### config.mk
export PLATFORM = sky130hd
export DESIGN_NAME = param_univ_reg
export DESIGN_NICKNAME = d
export VERILOG_FILES = /design/src/rtl/univ_reg_pkg.sv /design/src/rtl/univ_reg_next.sv /design/src/rtl/param_univ_reg.sv
export SDC_FILE = /design/constraint.sdc
export NUM_CORES = 1
export LEC_CHECK = 0
export CORE_UTILIZATION = 46
export DETAILED_ROUTE_END_ITERATION = 8
export PLACE_DENSITY_LB_ADDON = 0.2
export SYNTH_ARGS = -nofsm -noshare
export SYNTH_HDL_FRONTEND = slang
export SYNTH_SLANG_ARGS = --single-unit
### constraint.sdc
create_clock -name CLK -period 2.1 [get_ports CLK]
set_input_delay 0.525 -clock CLK [delete_from_list [all_inputs] [get_ports CLK]]
set_output_delay 0.525 -clock CLK [all_outputs]
set_load 0.05 [all_outputs]
### src/rtl/univ_reg_pkg.sv
// rtl/univ_reg_pkg.sv - MODE encoding constants and mode type for param_univ_reg
//
// Purpose: shared MODE encoding used by param_univ_reg and univ_reg_next.
// Ports:   none (package).

package univ_reg_pkg;

   localparam logic [2:0] MODE_HOLD = 3'b000;
   localparam logic [2:0] MODE_SHR  = 3'b001;
   localparam logic [2:0] MODE_SHL  = 3'b010;
   localparam logic [2:0] MODE_LOAD = 3'b011;
   localparam logic [2:0] MODE_UP   = 3'b100;
   localparam logic [2:0] MODE_DOWN = 3'b101;
   localparam logic [2:0] MODE_ROR  = 3'b110;
   localparam logic [2:0] MODE_ROL  = 3'b111;

   typedef enum logic [2:0] {
      M_HOLD = MODE_HOLD,
      M_SHR  = MODE_SHR,
      M_SHL  = MODE_SHL,
      M_LOAD = MODE_LOAD,
      M_UP   = MODE_UP,
      M_DOWN = MODE_DOWN,
      M_ROR  = MODE_ROR,
      M_ROL  = MODE_ROL
   } mode_e;

   // Modes that advance only when both count enables are high.
   function automatic logic mode_gated(input logic [2:0] mode);
      return (mode != MODE_HOLD) && (mode != MODE_LOAD);
   endfunction

endpackage

### src/rtl/univ_reg_next.sv
// rtl/univ_reg_next.sv - combinational next-state selection for param_univ_reg
//
// Purpose: computes the candidate next register value for the selected MODE,
//          and flags when a count takes its wrap branch.
// Ports:   q       in  WIDTH  current register value
//          mode    in  3      operation select
//          d       in  WIDTH  parallel load data
//          sr, sl  in  1      serial inputs for right / left shift
//          q_next  out WIDTH  candidate next value
//          wrap    out 1      count wrapped (up past MOD-1 or down past 0)

import univ_reg_pkg::*;

module univ_reg_next #(
   parameter int unsigned     WIDTH  = 8,
   parameter logic [WIDTH-1:0] MOD_M1 = '1
) (
   input  logic [WIDTH-1:0] q,
   input  logic [2:0]       mode,
   input  logic [WIDTH-1:0] d,
   input  logic             sr,
   input  logic             sl,
   output logic [WIDTH-1:0] q_next,
   output logic             wrap
);

   mode_e mode_sel;
   assign mode_sel = mode_e'(mode);

   always_comb begin
      q_next = q;
      wrap   = 1'b0;
      case (mode_sel)
         M_HOLD: q_next = q;
         M_SHR:  q_next = {sr, q[WIDTH-1:1]};
         M_SHL:  q_next = {q[WIDTH-2:0], sl};
         M_LOAD: q_next = d;
         M_UP: begin
            // >= so that an out-of-range loaded value wraps straight to 0
            if (q >= MOD_M1) begin
               q_next = '0;
               wrap   = 1'b1;
            end else begin
               q_next = q + 1'b1;
            end
         end
         M_DOWN: begin
            if (q == '0) begin
               q_next = MOD_M1;
               wrap   = 1'b1;
            end else begin
               q_next = q - 1'b1;
            end
         end
         M_ROR:  q_next = {q[0], q[WIDTH-1:1]};
         M_ROL:  q_next = {q[WIDTH-2:0], q[WIDTH-1]};
         default: q_next = q;
      endcase
   end

endmodule

### src/rtl/param_univ_reg.sv
// rtl/param_univ_reg.sv - parameterised universal shift register / modulo counter
//
// Purpose: WIDTH-bit register with hold, shift, rotate, load and modulo-MOD
//          up/down count; cascadable through RCO -> ENT.
// Ports:   CLK     in  1      clock, rising edge
//          CLR_n   in  1      asynchronous active-low reset
//          SCLR_n  in  1      synchronous active-low clear
//          MODE    in  3      operation select (see univ_reg_pkg)
//          ENP     in  1      count/shift enable
//          ENT     in  1      count/shift enable, also gates RCO
//          D       in  WIDTH  parallel load data
//          SR, SL  in  1      serial inputs for right / left shift
//          Q       out WIDTH  register state
//          RCO     out 1      combinational ripple carry
//          WRAP    out 1      registered one-cycle pulse after a count wrap

import univ_reg_pkg::*;

module param_univ_reg #(
   parameter int unsigned      WIDTH = 8,
   parameter longint unsigned  MOD   = 64'd1 << WIDTH
) (
   input  logic             CLK,
   input  logic             CLR_n,
   input  logic             SCLR_n,
   input  logic [2:0]       MODE,
   input  logic             ENP,
   input  logic             ENT,
   input  logic [WIDTH-1:0] D,
   input  logic             SR,
   input  logic             SL,
   output logic [WIDTH-1:0] Q,
   output logic             RCO,
   output logic             WRAP
);

   // Terminal count, computed in 64 bits so MOD = 2**32 is representable.
   localparam logic [WIDTH-1:0] MOD_M1 = WIDTH'(MOD - 64'd1);

   logic [WIDTH-1:0] q_next;
   logic             next_wrap;
   logic             enabled;

   univ_reg_next #(
      .WIDTH  (WIDTH),
      .MOD_M1 (MOD_M1)
   ) u_next (
      .q      (Q),
      .mode   (MODE),
      .d      (D),
      .sr     (SR),
      .sl     (SL),
      .q_next (q_next),
      .wrap   (next_wrap)
   );

   assign enabled = ENP & ENT;

   always_ff @(posedge CLK or negedge CLR_n) begin
      if (!CLR_n) begin
         Q    <= '0;
         WRAP <= 1'b0;
      end else if (!SCLR_n) begin
         Q    <= '0;
         WRAP <= 1'b0;
      end else if (MODE == MODE_LOAD) begin
         Q    <= q_next;
         WRAP <= 1'b0;
      end else if (mode_gated(MODE) && enabled) begin
         Q    <= q_next;
         WRAP <= next_wrap;
      end else begin
         WRAP <= 1'b0;
      end
   end

   // No ENP term so a stalled lower stage still presents its carry upstream.
   assign RCO = ENT & (((MODE == MODE_UP)   && (Q == MOD_M1)) ||
                       ((MODE == MODE_DOWN) && (Q == '0)));

endmodule
# After elaboration in Yosys (flattened, before gate mapping)

Index checks and enable logic that the tools add are counted.

Logic and storage cells: 37
Bits in registers: 9
Output and inout bits: 10

Equal/unequal tests: 10
Muxes and demuxes: 12
Bitwise operators: 2
Magnitude comparators: 1
Reductions and logical operators: 8
$add $sub $neg: 2

Operators with widths:

| kind                                                               | count |
|---|---|
| 8-bit one-hot mux with 8 select lines                              | 1 |
| 8-bit 2-to-1 mux                                                   | 5 |
| 3-bit == test, second input constant                               | 4 |
| 8-bit by 1-bit adder with 8-bit output, second input constant      | 1 |
| 8-bit == test, second input constant                               | 1 |
| 8-bit >= comparator, second input constant                         | 1 |
| 8-bit logical NOT                                                  | 1 |
| 8-bit by 1-bit subtractor with 8-bit output, second input constant | 1 |
| 3-bit by 2-bit == test with 1-bit output, second input constant    | 2 |
| 1-bit 2-to-1 mux                                                   | 5 |
| 1-bit logical AND                                                  | 4 |
| 3-bit by 1-bit == test with 1-bit output, second input constant    | 1 |
| 3-bit logical NOT                                                  | 1 |
| 3-bit by 1-bit != test with 1-bit output, second input constant    | 1 |
| 3-bit by 2-bit != test with 1-bit output, second input constant    | 1 |
| 3-bit nonzero test                                                 | 1 |
| 1-bit bitwise AND                                                  | 2 |
| 1-bit one-hot mux with 2 select lines                              | 1 |
| 1-bit logical OR                                                   | 1 |

# Logic depth before layout (Yosys ltp)

Gate-level depths: netlist of the first run.

Depth in word-level cells: 6
Depth in mapped cells: 8

# By module

Synthesis of the first run repeated with hierarchy kept, for this count alone.

Cell total of the unflattened synthesis: 211
Area, all modules: 1482.7 µm²

Modules (own cells, without submodules):

| module         | cells each | area each (µm²) | seq. area each (µm²) | instances |
|---|---|---|---|---|
| univ_reg_next  | 139        | 855.8           | 0.0                  | 1 |
| param_univ_reg | 72         | 626.9           | 225.2                | 1 |

# Worst setup path before layout of the first run

Ideal clock, no wire load.

Path type: reg-to-output
From: reg Q[2]
To: out RCO
Path slack: -0.430 ns
Arrival: 2.005 ns
Cell stages (with the launch flop): 4
Required time: 1.575 ns
Cell sequence: dfrtp_1 -> or4_4 -> nor4_1 -> o21a_1

Cells in the longest elaborated chain, start to end: 4

Ends and longest elaborated chain:

| what                                                      | line                                       | text |
|---|---|---|
| start, declared                                           | param_univ_reg.sv:32                       | `output logic [WIDTH-1:0] Q,` |
| start signal, assigned                                    | param_univ_reg.sv:67                       | `Q <= q_next;` |
| start signal, assigned                                    | param_univ_reg.sv:70                       | `Q <= q_next;` |
| 8-bit == test / 8-bit logical NOT (equally long branches) | param_univ_reg.sv:78, param_univ_reg.sv:79 |  |
| 1-bit logical AND, on equally long branches               | param_univ_reg.sv:78, param_univ_reg.sv:79 |  |
| 1-bit logical OR *                                        | param_univ_reg.sv:78                       | `assign RCO = ENT & (((MODE == MODE_UP) && (Q == MOD_M1)) \|\|` |
| 1-bit bitwise AND *                                       | param_univ_reg.sv:78                       |  |
| end, declared                                             | param_univ_reg.sv:33                       | `output logic RCO,` |

Mark *: on every way between the ends. The rest lies on a longest branch, timed or not.

# Worst setup path in the final report of the first run

From: reg Q[3]
To: out RCO

The elaborated chain is that of the path after synthesis.

==> results of run 1 <==
flip-flops by register name, indices dropped and copies added (netlist names):
signal / flops
Q: 8
WRAP: 1
placed cells by master (no fill, tap or decap), drive strengths merged, types with 3 or more instances in the layout:
cell type / n
a31oi: 3
o211ai: 4
o21ai: 6
dfrtp: 9
nand3: 8
ha: 3
nor4: 4
mux2i: 12
nor3b: 4
xnor2: 3
o211a: 3
nand2b: 3
nor2: 5
or2: 3
or3: 3
a32o: 5
buf: 42
clkbuf: 4
inv: 6
nand2: 9
a21oi: 5
clkdlybuf4s50: 15
dlygate4sd2: 3
nor3: 3
xor2: 4
per-stage QoR:
stage / utilization, % / area, um2
2_1_floorplan: - / 1340
3_3_place_gp: 69.0 / 1760
3_5_place_dp: 69.0 / 1760
4_1_cts: 74.0 / 1880
5_1_grt: 74.3 / 1890
6_report: 74.3 / 1890
report_power, final:
part / total [W] / switching [W] / internal, W
registers: 0.000198 / 0.0000141 / 0.000184
logic: 0.000433 / 0.000231 / 0.000202
clock network: 0.000141 / 0.0000672 / 0.0000736
total: 0.000772 / 0.000312 / 0.000460
layer usage:
metal	vias to the layer above	track usage (%)	share of wire (%)	routed length (um)
met3	34	8.89	9.9	442
met5	-	0	0	0
met1	738	45.3	40	1770
met4	0	12.4	4.1	184
met2	122	55.1	46	2060
li1	710	-	-	-
worst max-delay path, stage by stage, from the launching register on:
cell	delay, ps
dfrtp_2	400
or4_4	570
nor4_4	320
o21a_4	180
buf_12	130
Yosys cell counts, types with 2 or more instances:
master / n / area share (%)
a21oi_1: 5 / 2.0
a221o_1: 2 / 1.6
a22oi_1: 2 / 1.2
a31oi_1: 3 / 1.5
a32o_1: 5 / 4.0
and2_1: 2 / 0.99
and3b_1: 2 / 1.4
buf_2: 4 / 1.6
clkbuf_1: 12 / 3.6
dfrtp_1: 9 / 18
ha_1: 3 / 3.0
inv_1: 6 / 1.8
mux2i_1: 12 / 9.5
nand2_1: 9 / 2.7
nand2b_1: 3 / 1.5
nand3_1: 8 / 3.2
nand4_1: 2 / 0.99
nand4b_1: 2 / 1.4
nor2_1: 5 / 1.5
nor2b_1: 2 / 0.99
nor3_1: 3 / 1.2
nor3b_1: 4 / 2.4
nor4_1: 4 / 2.0
o2111ai_1: 2 / 1.4
o211a_1: 3 / 2.4
o211ai_1: 4 / 2.4
o21ai_0: 6 / 2.4
o22ai_1: 2 / 0.99
or2_2: 3 / 1.5
or3_1: 3 / 1.5
or3b_2: 2 / 1.4
xnor2_1: 3 / 2.1
xor2_1: 4 / 2.8
logic make-up after synthesis:
group,synth area share [%]
buf+inv,6.92
simple gates,27.2
xor+xnor,4.84
mux,12.2
flops,17.8
compound gates,28.2
fa+ha+maj,2.96
timing repair:
action / CTS / global route
endpoints found under the setup margin: 9 / 1
pin swaps: 7 / 3
setup buffers: 5 / 1
gates resized for setup: 19 / 0
gates cloned: 1 / 0
layout make-up:
class | instances | area [um2]
Clock buffer | 4 | 26.3
Fill cell | 188 | 653
Inverter | 6 | 27.5
Multi-Input combinational cell | 128 | 1040
Sequential cell | 9 | 231
Tap cell | 30 | 37.5
Timing Repair Buffer | 60 | 533
worst max-delay path by stage:
stage	start	slack (ps)	to
after floorplan	Q[7]$_DFFE_PN0P_	-20	RCO
after global placement	MODE[2]	-440	RCO
after detailed placement	MODE[2]	-460	RCO
after CTS	Q[5]$_DFFE_PN0P_	-260	RCO
after global routing	Q[3]$_DFFE_PN0P_	-340	RCO
final	Q[3]$_DFFE_PN0P_	-290	RCO
==> PnR_summary.wiki, run 1 <==
{| class="wikitable"
! Metric !! Value
|-
| DRC violations left || 0
|-
| Synth Register Bits || 9
|-
| Final Hold Violating Endpoints || 0
|-
| Pin count of the biggest net entering global routing || 21
|-
| Mapped Cells || roughly 160
|-
| RR Endpoint || Q[4]$_DFFE_PN0P_
|-
| Maximum fanout count along the critical path || 2
|-
| Diode count || 0
|-
| Netlist area before placement || about 0.0013 mm2
|-
| Worst slew pin tran || 501 ps
|-
| CTS tree || yes
|-
| Run status || complete, but fails checks
|-
| Via/cell ratio || 6.77
|-
| Drt pass-1 iters || 5
|-
| Total number of H-tree levels || 1
|-
| Launch instance of the worst register-to-register path || Q[3]$_DFFE_PN0P_
|-
| Share of the clock period used by the worst path after layout || 114%
|-
| Worst Setup Start Kind || flip-flop
|-
| Share of synthesized flip-flops with an asynchronous set or reset || 100%
|-
| Total wire length after detailed routing || 4450 um
|-
| Area growth from synthesis to final layout || 49.4%
|-
| Pwr/cell area || just over 400 mW/mm2
|-
| Arrival time reported for the critical path endpoint || 1860 ps
|-
| Total GRT Usage || 34.8%
|-
| Final nets || approximately 230
|-
| Shortest period the worst path allows || 2390 ps
|-
| Vias || 1604
|-
| Class of the tightest hold or removal check || in2async
|-
| Wire length of the first global-routing pass || ~7300 um
|-
| Highest Clock Rate || 419 MHz
|-
| Clock sink total || 9
|-
| Primary flip-flop cell chosen by synthesis mapping || dfrtp_1
|-
| Number of enable flip-flop cells after synthesis || 0
|-
| Initial DRC Count || 125
|-
| Placement-stage worst setup slack || -456 ps
|-
| Routability Congestion || 0.993
|-
| Mean Syn Cell Area || between 7 and 8 um2
|-
| Setup repair after global routing missed its margin || yes
|-
| Number of antenna violations at the first check in global routing || 0
|-
| Endpoint type of the worst setup path || primary output
|-
| Sequential share of the synthesized area || 17.8%
|-
| Syn_nets || 180
|-
| Vias in the first global route || 1498
|-
| Number of standard cells in the final layout excluding fillers || 237
|-
| Max-Cap Viols || 0
|-
| Register-to-register setup slack || 60 ps
|-
| Source-to-sink clock delay at the later pin of the worst-skew pair || 270 ps
|-
| Pins over their slew limit || 0
|-
| Chip Height || 54.5 um
|-
| Number of buffers inserted for hold repair after clock tree synthesis || 0
|-
| Post-detail-place hpwl || just over 3000 um
|-
| Die area || 0.00297 mm2
|-
| Number of placement rows || 18
|-
| Relative slew slack || 66.5%
|-
| Placed insts || 226
|-
| Distinct cells, synth || 51
|-
| Number of buffer cells added on primary ports || 27
|-
| Final WS setup || -289 ps
|-
| Clock skew || 1.85 ps
|-
| Number of cells traversed by the worst register-to-register path || 6
|-
| Total power after layout || 0.000772 W
|-
| DIE WIDTH || between 50 and 60 um
|-
| Start-to-end type of the worst setup path || reg2out
|-
| Violated checks || negative setup slack
|-
| Reported leakage power || 0.819 nW
|-
| Total overflow reported by the global router || 0
|-
| Worst hold slack across all endpoints || 544 ps
|-
| Number of nets with antenna violations after routing || 0
|-
| Starting Density || 49.8%
|-
| Largest buffer count on any clock path || 2
|-
| Core Box Area || 0.00254 mm2
|-
| Clock buffer count from CTS || 3
|-
| Share of layout cells above drive strength 1 || 34.3%
|-
| Required time of the worst setup path || between 1500 and 2000 ps
|-
| WL per Instance || roughly 19 um
|-
| Peak supply drop || about 0.00062 V
|-
| Final setup vio count || 1
|-
| Yosys warnings || 0
|-
| CTS root buf || clkbuf_4
|-
| Total Negative Setup Slacks || -289 ps
|-
| I/O pin count || 28
|-
| Clock-pin slew on the worst setup and hold paths || 60 ps
|}
Power figures use the tool's default switching activity.
==> run 2: changes to the inputs <==
--- a/config.mk
+++ b/config.mk
@@ -7,6 +7,7 @@
 export LEC_CHECK = 0
 export CORE_UTILIZATION = 46
 export DETAILED_ROUTE_END_ITERATION = 8
+export DONT_BUFFER_PORTS = 1
 export PLACE_DENSITY_LB_ADDON = 0.2
 export SYNTH_ARGS = -nofsm -noshare
 export SYNTH_HDL_FRONTEND = slang
==> PnR_summary.wiki, run 2 (synthesis results as in run 1) <==
{| class="wikitable"
! Metric !! Value
|-
| Run status || complete, but fails checks (unchanged)
|-
| Violated checks || negative setup slack (unchanged)
|-
| Max-Cap Viols || 0 (unchanged)
|-
| Largest register by flop count || Q (unchanged)
|-
| Final nets || 191 (was 229)
|-
| Total power after layout || 0.000656 W (was 0.000772 W)
|-
| Arrival time reported for the critical path endpoint || 1700 ps (was 1860 ps)
|-
| Worst slew pin tran || 441 ps (was 501 ps)
|-
| Vias in the first global route || 1234 (was 1498)
|-
| Area growth from synthesis to final layout || 18.6% (was 49.4%)
|-
| Largest buffer count on any clock path || 2 (unchanged)
|-
| Number of placement rows || 18 (unchanged)
|-
| Vias || 1364 (was 1604)
|-
| Clock-pin slew on the worst setup and hold paths || 60 ps (about the same)
|-
| Die area || 0.00297 mm2 (unchanged)
|-
| Number of buffer cells added on primary ports || 0 (was 27)
|-
| Total Negative Setup Slacks || -129 ps (was -289 ps)
|-
| Required time of the worst setup path || 1570 ps (about the same)
|-
| Peak supply drop || 0.000602 V (was 0.000624 V)
|-
| Wire length of the first global-routing pass || 6030 um (was 7270 um)
|-
| I/O pin count || 28 (unchanged)
|-
| Final Hold Violating Endpoints || 0 (unchanged)
|-
| Instance count along the most critical hold path || 1
|-
| Number of nets with antenna violations after routing || 0 (unchanged)
|-
| WL per Instance || 19.2 um (was 18.8 um)
|-
| Total overflow reported by the global router || 0 (unchanged)
|-
| Worst Setup Start Kind || flip-flop (unchanged)
|-
| Class of the tightest hold or removal check || in2reg (was in2async)
|-
| Top library cells by usage in the layout, fill and taps aside || 21 x buf_4, 12 x mux2i_1, 9 x nand2_1 (was 34 x buf_4, 15 x clkdlybuf4s50_1, 12 x mux2i_1)
|-
| Share of layout cells above drive strength 1 || 28.4% (was 34.3%)
|-
| Setup repair after global routing missed its margin || yes (unchanged)
|-
| Routability Congestion || 0.971 (was 0.993)
|-
| Number of cells traversed by the worst register-to-register path || 7 (was 6)
|-
| Number of filler cells placed in the layout || 238 (was 188)
|-
| DIE WIDTH || 54.5 um (unchanged)
|-
| Post-detail-place hpwl || 2760 um (was 3080 um)
|-
| Start-to-end type of the worst setup path || reg2out (unchanged)
|-
| Leading cell type in the layout, fill and taps excluded || buf_4 (unchanged)
|-
| Clock buffer count from CTS || 3 (unchanged)
|-
| Hold worst-path end || Q[1]$_DFFE_PN0P_
|-
| Register-to-register setup slack || 150 ps (was 60 ps)
|-
| Relative slew slack || 70.6% (was 66.5%)
|-
| Initial DRC Count || 86 (was 125)
|-
| CTS tree || yes (unchanged)
|-
| Final WS setup || -129 ps (was -289 ps)
|-
| Shortest period the worst path allows || 2230 ps (was 2390 ps)
|-
| Total number of H-tree levels || 1 (unchanged)
|-
| Final setup vio count || 1 (unchanged)
|-
| Starting Density || 49.8% (unchanged)
|-
| Source-to-sink clock delay at the later pin of the worst-skew pair || 260 ps (was 270 ps)
|-
| Clock sink total || 9 (unchanged)
|-
| Largest register FFs || 8 (unchanged)
|-
| Diode count || 0 (unchanged)
|-
| Pin count of the biggest net entering global routing || 32 (was 21)
|-
| Register Area || 231 um2 (unchanged)
|-
| Maximum fanout count along the critical path || 13 (was 2)
|-
| Pwr/cell area || 437 mW/mm2 (was 408 mW/mm2)
|-
| Highest Clock Rate || 449 MHz (was 419 MHz)
|-
| CTS root buf || clkbuf_4 (unchanged)
|-
| Reported leakage power || 0.623 nW (was 0.819 nW)
|-
| Total wire length after detailed routing || 3830 um (was 4450 um)
|-
| Chip Height || 54.5 um (unchanged)
|-
| Via/cell ratio || 6.85 (was 6.77)
|-
| Endpoint type of the worst setup path || primary output (unchanged)
|-
| Number of antenna violations at the first check in global routing || 0 (unchanged)
|-
| Core Box Area || 0.00254 mm2 (unchanged)
|-
| Startpoint of the most critical hold path || SCLR_n
|-
| Clock skew || 4.99 ps (was 1.85 ps)
|-
| Pins over their slew limit || 0 (unchanged)
|-
| Drt pass-1 iters || 5 (unchanged)
|-
| DRC violations left || 0 (unchanged)
|-
| Placement-stage worst setup slack || 26.8 ps (was -456 ps)
|-
| Largest registers ranked by flip-flop count || Q x8, WRAP x1 (unchanged)
|-
| Launch instance of the worst register-to-register path || Q[0]$_DFFE_PN0P_ (was Q[3]$_DFFE_PN0P_)
|-
| Share of the clock period used by the worst path after layout || 106% (was 114%)
|-
| Total GRT Usage || 28.6% (was 34.8%)
|-
| RR Endpoint || Q[4]$_DFFE_PN0P_ (unchanged)
|-
| Multi-input gate area || 0.00101 mm2 (was 0.00104 mm2)
|}
==> run 2: cell types whose count changed in the layout (fill, tap and decap cells not counted), moves of 3 or more <==
cell and delta:
buf_4 -13, clkdlybuf4s50_1 -15, buf_6 -5, dlygate4sd2_1 -3
==> run 2: how the worst max path moves through the flow <==
| stage | slack [ps] | startpoint | endpoint |
|---|---|---|---|
| after CTS | -130 | Q[3]$_DFFE_PN0P_ | RCO |
| after detailed placement | 30 | MODE[1] | RCO |
| after global routing | -180 | Q[3]$_DFFE_PN0P_ | RCO |
| after global placement | 60 | MODE[1] | RCO |
| final | -130 | Q[5]$_DFFE_PN0P_ | RCO |
| after floorplan | -20 | Q[7]$_DFFE_PN0P_ | RCO |
==> run 2: where the power goes <==
group | internal (W) | total (W) | switching, W
combinational | 0.000144 | 0.000329 | 0.000185
sequential | 0.000185 | 0.000197 | 0.0000128
clock | 0.0000730 | 0.000131 | 0.0000575
==> run 2: metal layers <==
metal  GRT usage, %  vias to the layer above  wire length [um]
li1               -                      633                 -
met1           40.7                      653              1570
met2           46.1                       75              1840
met3           5.83                        3               399
met4           2.14                        0                15
met5              0                        -                 0
==> run 2: cell type report <==
type	count	share of cell area, %
sequential	9	15.4
tap	30	2.50
clock buffer	4	1.75
inverter	6	1.83
timing repair buffer	22	11.2
multi-input combinational	128	67.3
==> run 2: repair_timing <==
item | in CTS | in global routing
endpoints found under the setup margin | 1 | 1
resized for setup | 2 | 2
hold endpoints to repair | 9 | 0
buffers inserted | 1 | 0
hold buffers | 1 | 0
pin swaps | 0 | 0
==> run 2: per-stage QoR <==
stage	std cells	utilization (%)	hold slack, ps	area [um2]
floorplan	159	-	229	1340
CTS	199	58.6	377	1490
finish	199	59.0	388	1500
global route	199	59.0	376	1500
detailed placement	193	56.5	230	1440
global placement	193	56.5	230	1440
==> run 2: critical path, cell delays in order (launching register included) <==
cell     delay [ps]
dfrtp_2         370
buf_4           200
nand4_1         280
nor3_2          320
o21a_4          270
==> run 3: changes to the inputs <==
--- a/config.mk
+++ b/config.mk
@@ -8,6 +8,7 @@
 export CORE_UTILIZATION = 46
 export DETAILED_ROUTE_END_ITERATION = 8
 export DONT_BUFFER_PORTS = 1
+export GPL_TIMING_DRIVEN = 0
 export PLACE_DENSITY_LB_ADDON = 0.2
 export SYNTH_ARGS = -nofsm -noshare
 export SYNTH_HDL_FRONTEND = slang
==> PnR_summary.wiki, run 3 (synthesis results as in run 1) <==
{| class="wikitable"
! Metric !! Value
|-
| Cell area after layout || 0.00151 mm2 (was 0.00150 mm2)
|-
| Clock buffer count from CTS || 3 (unchanged)
|-
| Shortest period the worst path allows || 2410 ps (was 2230 ps)
|-
| DIE WIDTH || 54.5 um (unchanged)
|-
| Relative slew slack || 52.2% (was 70.6%)
|-
| Clock skew || 7.18 ps (was 4.99 ps)
|-
| Post-placement cell area || 0.00137 mm2 (was 0.00144 mm2)
|-
| Via/cell ratio || 7.15 (was 6.85)
|-
| Worst Setup Start Kind || flip-flop (unchanged)
|-
| Placed insts || 189 (was 193)
|-
| Internal power component || 0.000398 W (was 0.000402 W)
|-
| CTS tree || yes (unchanged)
|-
| Required time of the worst setup path || 1570 ps (about the same)
|-
| Run status || complete, but fails checks (unchanged)
|-
| Combinational power share || 46.3% (was 50.1%)
|-
| DRC violations left || 0 (unchanged)
|-
| Start-to-end type of the worst setup path || reg2out (unchanged)
|-
| Chip Height || 54.5 um (unchanged)
|-
| Total wire length after detailed routing || 4160 um (was 3830 um)
|-
| Crit path cell chain || or4_4 -> nor4_4 -> o21a_4 (was buf_4 -> nand4_1 -> nor3_2 -> o21a_4)
|-
| Number of antenna violations at the first check in global routing || 0 (unchanged)
|-
| Total overflow reported by the global router || 0 (unchanged)
|-
| Source-to-sink clock delay at the later pin of the worst-skew pair || 260 ps (about the same)
|-
| Setup repair after global routing missed its margin || yes (unchanged)
|-
| Slowest cell delay on critical path || 620 ps (was 370 ps)
|-
| Worst hold slack across all endpoints || 421 ps (was 388 ps)
|-
| Top library cells by usage in the layout, fill and taps aside || 12 x mux2i_1, 9 x nand2_1, 7 x clkbuf_1, 7 x nand3_1, 6 x dfrtp_2 (was 21 x buf_4, 12 x mux2i_1, 9 x nand2_1)
|-
| Largest registers ranked by flip-flop count || Q x8, WRAP x1 (unchanged)
|-
| Core Box Area || 0.00254 mm2 (unchanged)
|-
| Final WS setup || -307 ps (was -129 ps)
|-
| Pins over their slew limit || 0 (unchanged)
|-
| Largest buffer count on any clock path || 2 (unchanged)
|-
| WL per Instance || 20.8 um (was 19.2 um)
|-
| Number of standard cells in the final layout excluding fillers || 200 (was 199)
|-
| Clock-pin slew on the worst setup and hold paths || 60 ps (about the same)
|-
| Register-to-register setup slack || -190 ps (was 150 ps)
|-
| Proportion of power drawn by the clock network || 19.2% (was 19.9%)
|-
| Share of the clock period used by the worst path after layout || 115% (was 106%)
|-
| Max-Cap Viols || 0 (unchanged)
|-
| Maximum fanout count along the critical path || 7 (was 13)
|-
| Initial DRC Count || 110 (was 86)
|-
| Flop pwr share || 34.5% (was 30.1%)
|-
| Final nets || 192 (was 191)
|-
| Diode count || 0 (unchanged)
|-
| Largest register FFs || 8 (unchanged)
|-
| Number of nets with antenna violations after routing || 0 (unchanged)
|-
| Number of cells traversed by the worst register-to-register path || 9 (was 7)
|-
| Die area || 0.00297 mm2 (unchanged)
|-
| Total number of H-tree levels || 1 (unchanged)
|-
| Pwr/cell area || 457 mW/mm2 (was 437 mW/mm2)
|-
| Violated checks || negative setup slack (unchanged)
|-
| Switching power as a share of total power || 42.2% (was 38.8%)
|-
| I/O pin count || 28 (unchanged)
|-
| Total GRT Usage || 31.6% (was 28.6%)
|-
| Instance count along the most critical hold path || 1 (unchanged)
|-
| Reported leakage power || 0.613 nW (was 0.623 nW)
|-
| Area growth from synthesis to final layout || 18.9% (was 18.6%)
|-
| Worst-path cell with the longest stage delay || or4_4 (was dfrtp_2)
|-
| Starting Density || 49.8% (unchanged)
|-
| Drt pass-1 iters || 4 (was 5)
|-
| Endpoint type of the worst setup path || primary output (unchanged)
|-
| Clock sink total || 9 (unchanged)
|-
| Routability Congestion || 0.928 (was 0.971)
|-
| Worst slew pin tran || 716 ps (was 441 ps)
|-
| Share of layout cells above drive strength 1 || 26.5% (was 28.4%)
|-
| Net switching power || 0.000290 W (was 0.000255 W)
|-
| Final Hold Violating Endpoints || 0 (unchanged)
|-
| Peak supply drop || 0.000616 V (was 0.000602 V)
|-
| Final setup vio count || 5 (was 1)
|-
| Vias in the first global route || 1383 (was 1234)
|-
| Pin count of the biggest net entering global routing || 11 (was 32)
|-
| Wire length of the first global-routing pass || 6530 um (was 6030 um)
|-
| CTS root buf || clkbuf_4 (unchanged)
|-
| Number of filler cells placed in the layout || 218 (was 238)
|-
| Number of buffer cells added on primary ports || 0 (unchanged)
|-
| Arrival time reported for the critical path endpoint || 1880 ps (was 1700 ps)
|-
| Number of placement rows || 18 (unchanged)
|-
| Vias || 1430 (was 1364)
|-
| Largest register by flop count || Q (unchanged)
|-
| Highest Clock Rate || 415 MHz (was 449 MHz)
|-
| Post-detail-place hpwl || 2960 um (was 2760 um)
|-
| Class of the tightest hold or removal check || in2reg (unchanged)
|-
| Leading cell type in the layout, fill and taps excluded || mux2i_1 (was buf_4)
|}
-- run 3: changes by cell type in the layout (fill, tap and decap cells not counted), moves of 2 or more --
cell	before	now
buf_4	21	5
clkbuf_2	0	3
dfrtp_1	4	2
clkbuf_1	1	7
buf_2	0	4
inv_4	2	0
-- run 3: final cells by class --
cell class | count | area (um2) | area share (%)
flip-flops and latches | 9 | 236 | 15.7
well taps | 30 | 37.5 | 2.49
repair buffers | 7 | 63.8 | 4.24
multi-input cells | 128 | 1010 | 67.2
plain buffers | 16 | 93.8 | 6.23
clock buffers | 4 | 26.3 | 1.75
inverters | 6 | 35.0 | 2.33
-- run 3: timing repair --
action	in CTS	in global routing
endpoints found under the hold margin	9	0
setup endpoints to repair	8	6
buffers inserted	5	1
pin swaps	6	1
hold buffers	1	0
resized for setup	15	7
-- run 3: worst paths after layout --
kind | end | from
max | RCO | Q[3]$_DFFE_PN0P_
min | WRAP$_DFF_PN0_ | ENP
max reg2reg | Q[4]$_DFFE_PN0P_ | Q[0]$_DFFE_PN0P_
min reg2reg | Q[7]$_DFFE_PN0P_ | Q[7]$_DFFE_PN0P_
max in group asynchronous | Q[2]$_DFFE_PN0P_ | CLR_n
min in group asynchronous | Q[0]$_DFFE_PN0P_ | CLR_n
-- run 3: routing by layer --
metal | global-route usage [%] | routed length, um | share of wire, % | vias up
met5 | 0 | 0 | 0 | -
met4 | 10.7 | 152 | 3.7 | 0
met3 | 10.0 | 462 | 11 | 19
met2 | 49.6 | 1930 | 46 | 101
met1 | 40.5 | 1620 | 39 | 674
li1 | - | - | - | 636
-- run 3: worst max-delay path: cells and delay by family, from the launching register on --
kind / cells / cell delay [ps]
AND/OR/NAND/NOR: 2 / 810
flip-flops: 1 / 550
AO/OA/AOI/OAI: 1 / 270
-- run 3: power groups by stage --
stage	clock [W]	combinational, W	sequential [W]
after floorplan	0	0.000220	0.000234
after global placement	0	0.000272	0.000238
after detailed placement	0	0.000276	0.000239
after CTS	0.000134	0.000305	0.000236
after global routing	0.000143	0.000339	0.000239
final	0.000132	0.000318	0.000237
-- run 3: metrics by stage --
stage | worst slack (ps) | total power [W] | util [%] | TNS [ps]
after floorplan | -16.1 | 0.000454 | - | -16.1
after global placement | -370 | 0.000511 | 53.9 | -1410
after detailed placement | -417 | 0.000515 | 53.9 | -1650
after CTS | -339 | 0.000674 | 58.4 | -567
after global routing | -378 | 0.000721 | 59.1 | -835
final | -307 | 0.000687 | 59.1 | -584
